**src/rtl/mem_pipe_stage_pkg.sv**
```systemverilog
// Shared definitions for the EXE->MEM elastic pipeline stage: default widths,
// control-bit positions and the skid buffer state encoding.
package mem_pipe_stage_pkg;

    localparam int ASIZE_DEF  = 16;
    localparam int DSIZE_DEF  = 16;
    localparam int CTRL_W_DEF = 3;
    localparam int RD_W_DEF   = 4;
    localparam int CNT_W_DEF  = 16;

    localparam int CTRL_MEMWRITE = 0;
    localparam int CTRL_MEMREAD  = 1;
    localparam int CTRL_MEMTOREG = 2;

    typedef enum logic [1:0] {
        ST_EMPTY = 2'd0,
        ST_ONE   = 2'd1,
        ST_TWO   = 2'd2
    } skid_state_e;

endpackage

```
**src/rtl/pipe_skid_reg.sv**
```systemverilog
// Generic two-entry valid/ready skid buffer over a flat bus. The main register
// drives the output; the skid register absorbs the one entry that arrives as
// downstream stalls, so in_ready comes from state alone.
module pipe_skid_reg
    import mem_pipe_stage_pkg::*;
#(
    parameter int WIDTH = 8
) (
    input  logic             clk_i,
    input  logic             rst_i,
    input  logic             flush_i,
    input  logic             in_valid_i,
    output logic             in_ready_o,
    input  logic [WIDTH-1:0] in_data_i,
    output logic             out_valid_o,
    input  logic             out_ready_i,
    output logic [WIDTH-1:0] out_data_o
);

    skid_state_e      state_q, state_d;
    logic [WIDTH-1:0] main_q, main_d;
    logic [WIDTH-1:0] skid_q, skid_d;
    logic             in_fire;
    logic             out_fire;

    assign in_ready_o  = (state_q != ST_TWO);
    assign out_valid_o = (state_q != ST_EMPTY);
    assign out_data_o  = main_q;
    assign in_fire     = in_valid_i & in_ready_o;
    assign out_fire    = out_valid_o & out_ready_i;

    always_comb begin
        state_d = state_q;
        main_d  = main_q;
        skid_d  = skid_q;
        case (state_q)
            ST_EMPTY: begin
                if (in_fire) begin
                    main_d  = in_data_i;
                    state_d = ST_ONE;
                end
            end
            ST_ONE: begin
                if (in_fire && out_fire) begin
                    main_d = in_data_i;
                end else if (in_fire) begin
                    skid_d  = in_data_i;
                    state_d = ST_TWO;
                end else if (out_fire) begin
                    state_d = ST_EMPTY;
                end
            end
            ST_TWO: begin
                if (out_fire) begin
                    main_d  = skid_q;
                    state_d = ST_ONE;
                end
            end
            default: state_d = ST_EMPTY;
        endcase
        // Squash only drops the valid qualifiers; payload registers keep stale data.
        if (flush_i) begin
            state_d = ST_EMPTY;
            main_d  = main_q;
            skid_d  = skid_q;
        end
    end

    always_ff @(posedge clk_i) begin
        if (rst_i) begin
            state_q <= ST_EMPTY;
            main_q  <= '0;
            skid_q  <= '0;
        end else begin
            state_q <= state_d;
            main_q  <= main_d;
            skid_q  <= skid_d;
        end
    end

endmodule

```
**src/rtl/mem_pipe_stage.sv**
```systemverilog
// Elastic EXE->MEM stage register: skid-buffered handshake, flush, bubble-safe
// memory control outputs and a saturating back-pressure counter.
module mem_pipe_stage
    import mem_pipe_stage_pkg::*;
#(
    parameter int ASIZE  = ASIZE_DEF,
    parameter int DSIZE  = DSIZE_DEF,
    parameter int CTRL_W = CTRL_W_DEF,
    parameter int RD_W   = RD_W_DEF,
    parameter int CNT_W  = CNT_W_DEF
) (
    input  logic              clk,
    input  logic              rst,
    input  logic              flush,
    input  logic              in_valid,
    output logic              in_ready,
    input  logic [ASIZE-1:0]  in_addr,
    input  logic [DSIZE-1:0]  in_wdata,
    input  logic [CTRL_W-1:0] in_ctrl,
    input  logic [RD_W-1:0]   in_rd,
    output logic              out_valid,
    input  logic              out_ready,
    output logic [ASIZE-1:0]  out_addr,
    output logic [DSIZE-1:0]  out_wdata,
    output logic [CTRL_W-1:0] out_ctrl,
    output logic [RD_W-1:0]   out_rd,
    output logic [CNT_W-1:0]  stall_cnt
);

    localparam int W = ASIZE + DSIZE + CTRL_W + RD_W;
    localparam logic [CNT_W-1:0] CNT_ONE = {{(CNT_W-1){1'b0}}, 1'b1};

    logic [W-1:0]      in_bus;
    logic [W-1:0]      out_bus;
    logic [CTRL_W-1:0] main_ctrl;
    logic [CNT_W-1:0]  cnt_q, cnt_d;

    assign in_bus = {in_addr, in_wdata, in_ctrl, in_rd};
    assign {out_addr, out_wdata, main_ctrl, out_rd} = out_bus;

    pipe_skid_reg #(
        .WIDTH(W)
    ) u_skid (
        .clk_i       (clk),
        .rst_i       (rst),
        .flush_i     (flush),
        .in_valid_i  (in_valid),
        .in_ready_o  (in_ready),
        .in_data_i   (in_bus),
        .out_valid_o (out_valid),
        .out_ready_i (out_ready),
        .out_data_o  (out_bus)
    );

    // A bubble must never carry MemWrite/MemRead into data memory.
    assign out_ctrl  = out_valid ? main_ctrl : '0;
    assign stall_cnt = cnt_q;

    always_comb begin
        cnt_d = cnt_q;
        if (out_valid && !out_ready && (cnt_q != '1)) begin
            cnt_d = cnt_q + CNT_ONE;
        end
    end

    always_ff @(posedge clk) begin
        if (rst) begin
            cnt_q <= '0;
        end else begin
            cnt_q <= cnt_d;
        end
    end

endmodule
```
**config.mk**
```make
export PLATFORM = sky130hd
export DESIGN_NAME = mem_pipe_stage
export DESIGN_NICKNAME = d
export VERILOG_FILES = /design/src/rtl/mem_pipe_stage_pkg.sv /design/src/rtl/pipe_skid_reg.sv /design/src/rtl/mem_pipe_stage.sv
export SDC_FILE = /design/constraint.sdc
export NUM_CORES = 1
export LEC_CHECK = 0
export ABC_AREA = 1
export BUFFER_PORTS_ARGS = -buffer_cell sky130_fd_sc_hd__buf_2
export CAP_MARGIN = 20
export CORE_MARGIN = 2
export CORE_UTILIZATION = 30
export DETAILED_ROUTE_END_ITERATION = 6
export MAX_ROUTING_LAYER = met4
export PLACE_DENSITY = 0.53
export REMOVE_ABC_BUFFERS = 1
export SYNTH_ARGS = -nofsm -noshare
export SYNTH_HDL_FRONTEND = slang
export SYNTH_SLANG_ARGS = --single-unit
```
**constraint.sdc**
```tcl
create_clock -name clk -period 2 [get_ports clk]
set_input_delay 0.1 -clock clk [delete_from_list [all_inputs] [get_ports clk]]
set_output_delay 0.1 -clock clk [all_outputs]
set_load 0.05 [all_outputs]
```
==> results_dict.tcl <==
set metrics [dict create \
    crit_type "register to primary output" \
    p_leak_uw 0.00238 \
    cp_slowest_cell "buf_4" \
    num_io_pins 101 \
    clkTransAtPathRegs_ns 0.07 \
    dp_hpwl_um 7520 \
    rsz0062_at_grt "no" \
    rr_worst_depth 9 \
    track_usage_pct 14.8 \
    drc 0 \
    dr.pass1.iters 5 \
    use_met2_pct 21.6 \
    arrival_ns 1.76 \
    avgRoutedWirePerCell_um 12.6 \
    drt-vias-per-instance 4.51 \
    power.density_mw_per_mm2 814 \
    start_kind "register" \
    worst-path-stages 4 \
    grt_first_pass_wirelength_um 19100 \
    yosysSeqAreaShare_pct 41.2 \
    tns_ns 0 \
    cap_viol_max_count 0 \
    initial_utilization_pct 30.7 \
    netlist_top_cells_area "dfxtp_1 (41%), nand2_1 (11%), nor2_1 (8.7%), o21ai_0 (8.4%), buf_4 (6.1%)" \
    timing.critical_path.buf_inv 3 \
    fmax_mhz 537 \
    worstSkewPairLatency_ns 0.35 \
    cts_buffers 9 \
    tightest_slew_ns 0.491 \
    num-fill-cells 1698 \
    drtIter0Drc 226 \
    ant_nets 0 \
    syn_avg_cell_area_sq_um 6.86 \
    cts_tree "built" \
    gr-max-usage-layer "met2" \
    synth_cell_type_count 26 \
    antenna_found_initial 1 \
    yosysTopAreaCell "dfxtp_1" \
    yosysMostFrequentCell "nand2_1" \
    status "finished, final reports clean" \
    die-area_sq_mm 0.0166 \
    regArea_sq_mm 0.00192 \
    ys_ff_latch 96 \
    io_buffer_count 100 \
    vdd_drop_max_uv 532 \
    core_sq_mm 0.0152 \
    syn_area_sq_mm 0.00467 \
    num_vias 4164 \
    grt_pass1_vias 3883 \
    areaGrowthSynthToFinish_pct 14.9 \
    grt_max_degree 64 \
    crit_fanout 43 \
    gp_congestion 0.787 \
    endpoint_kind "primary output" \
    cts_max_level 3 \
    crit_chain "inv_2 > nand2_2 > buf_4 > buf_2" \
    multiInputGateArea_sq_mm 0.00201 \
    cp.required_ns 1.90 \
    synth_top_area_share_pct 41.2 \
    dp_cells 905 \
    hold_depth 3 \
    cts_buffer_depth 2 \
    hold_ws_ns 0.0125 \
    yosysWarnings 0 \
    total_power_uw 4370 \
    nets 774 \
    die_w_um 129 \
    use_met1_pct 19.0 \
    grtUsageMet3_pct 5.57 \
    slew_headroom_pct 67.3 \
    hold_path.class "primary input to register" \
    root_buffer "clkbuf_16" \
    synth_edf_count 0 \
    period_share_pct 93.2 \
    finalHoldViolations 0 \
    synth_top_cells_by_count "nand2_1 (133), nor2_1 (108), dfxtp_1 (96)" \
    max_stage_delay_ns 0.42 \
    crit_family "buffers and inverters" \
    async_flop_share_pct 0 \
    period_minus_slack_ns 1.86 \
    ys.flop_type "dfxtp_1" \
    grt-ovfl-total 0 \
    synthCells 681 \
    fin_area_sq_mm 0.00536 \
    skew_ns 0.00682 \
    num_rows 45 \
    drive_gt1_share_pct 19.5 \
    wirelength_um 11600 \
    die_h_um 129 \
    clock-sinks 96 \
    setup_viol 0 \
    drv_slew 0 \
    finalNonFillerCells 924 \
    dpl_cell_area_sq_mm 0.00505 \
]
-- worst paths after layout --
check,start,slack [ns],end
worst max-delay path,u_skid.state_q[0],0.14,in_ready
worst min-delay path,in_rd[3],0.01,u_skid.skid_q[3]
worst min register to register,u_skid.out_data_o[34],0.44,u_skid.out_data_o[34]
worst max register to register,u_skid.state_q[0],0.32,u_skid.skid_q[32]
-- power breakdown --
part	total (uW)	switching (uW)	leakage, uW	internal (uW)
Sequential	2020	36.4	0.000782	1980
Combinational	588	422	0.00145	166
Clock	1760	797	0.000152	963
Total	4370	1260	0.00238	3110
-- registers in the layout, indices dropped and copies added, names as in the netlist --
signal,cells
stall_cnt,16
u_skid.out_data_o,39
u_skid.skid_q,39
u_skid.state_q,2
-- area by class of cell --
cell class	count	area share, %
Clock buffer	12	4.97
Timing Repair Buffer	114	12.3
Tap cell	188	4.39
Antenna cell	2	0.0933
Clock inverter	4	0.630
Sequential cell	96	35.9
Inverter	62	4.39
Multi-Input combinational cell	446	37.4
-- stage by stage --
stage | util [%] | setup WS, ns
floorplan | - | -1.01
global placement | 33.2 | 0.383
detailed placement | 33.2 | 0.332
CTS | 35.3 | 0.133
global route | 35.3 | 0.00818
finish | 35.3 | 0.136
-- timing repair --
item	in CTS	in global routing
hold buffers	1	0
endpoints found under the hold margin	1	0
gates resized for setup	0	0
buffers inserted	0	0
-- cells by family (layout without fill, tap and decap cells) --
kind of cell               after synthesis  in the layout  synth area share [%]
xor gates and xnor gates                 6              6                  1.13
AOI/OAI and AO/OA                      137            137                  14.8
and+or+nand+nor                        302            302                  26.8
buffers and inverters                  139            192                  15.9
adders and majority gates                1              1                 0.268
other                                    0              2                     0
DFF                                     96             96                  41.2
-- worst min-delay path: stages --
cell and delay, ns:
buf_2 0.09, o21ai_0 0.07, nor2_1 0.07
-- routing by layer --
layer  vias to the layer above  part of all wire, %
met2                       104                   42
met4                         0                  1.5
met3                        12                  6.7
met1                      1823                   50
li1                       2225                    -
met5                         -                    0
-- layout by cell type (no fill, tap or decap), types with 2 or more instances in the layout --
cell type	count
nand2_1	133
nor2_1	108
buf_2	100
dfxtp_1	95
o21ai_0	78
inv_1	57
a21oi_1	52
nand3_1	48
clkbuf_16	9
buf_4	9
o21ai_1	5
inv_2	4
nand4_1	4
xor2_1	4
buf_12	4
nor2_4	3
clkbuf_8	3
diode_2	2
nand2_2	2
nor3_1	2
xnor2_1	2
inv_6	2
(Power assumes the default switching activity.)
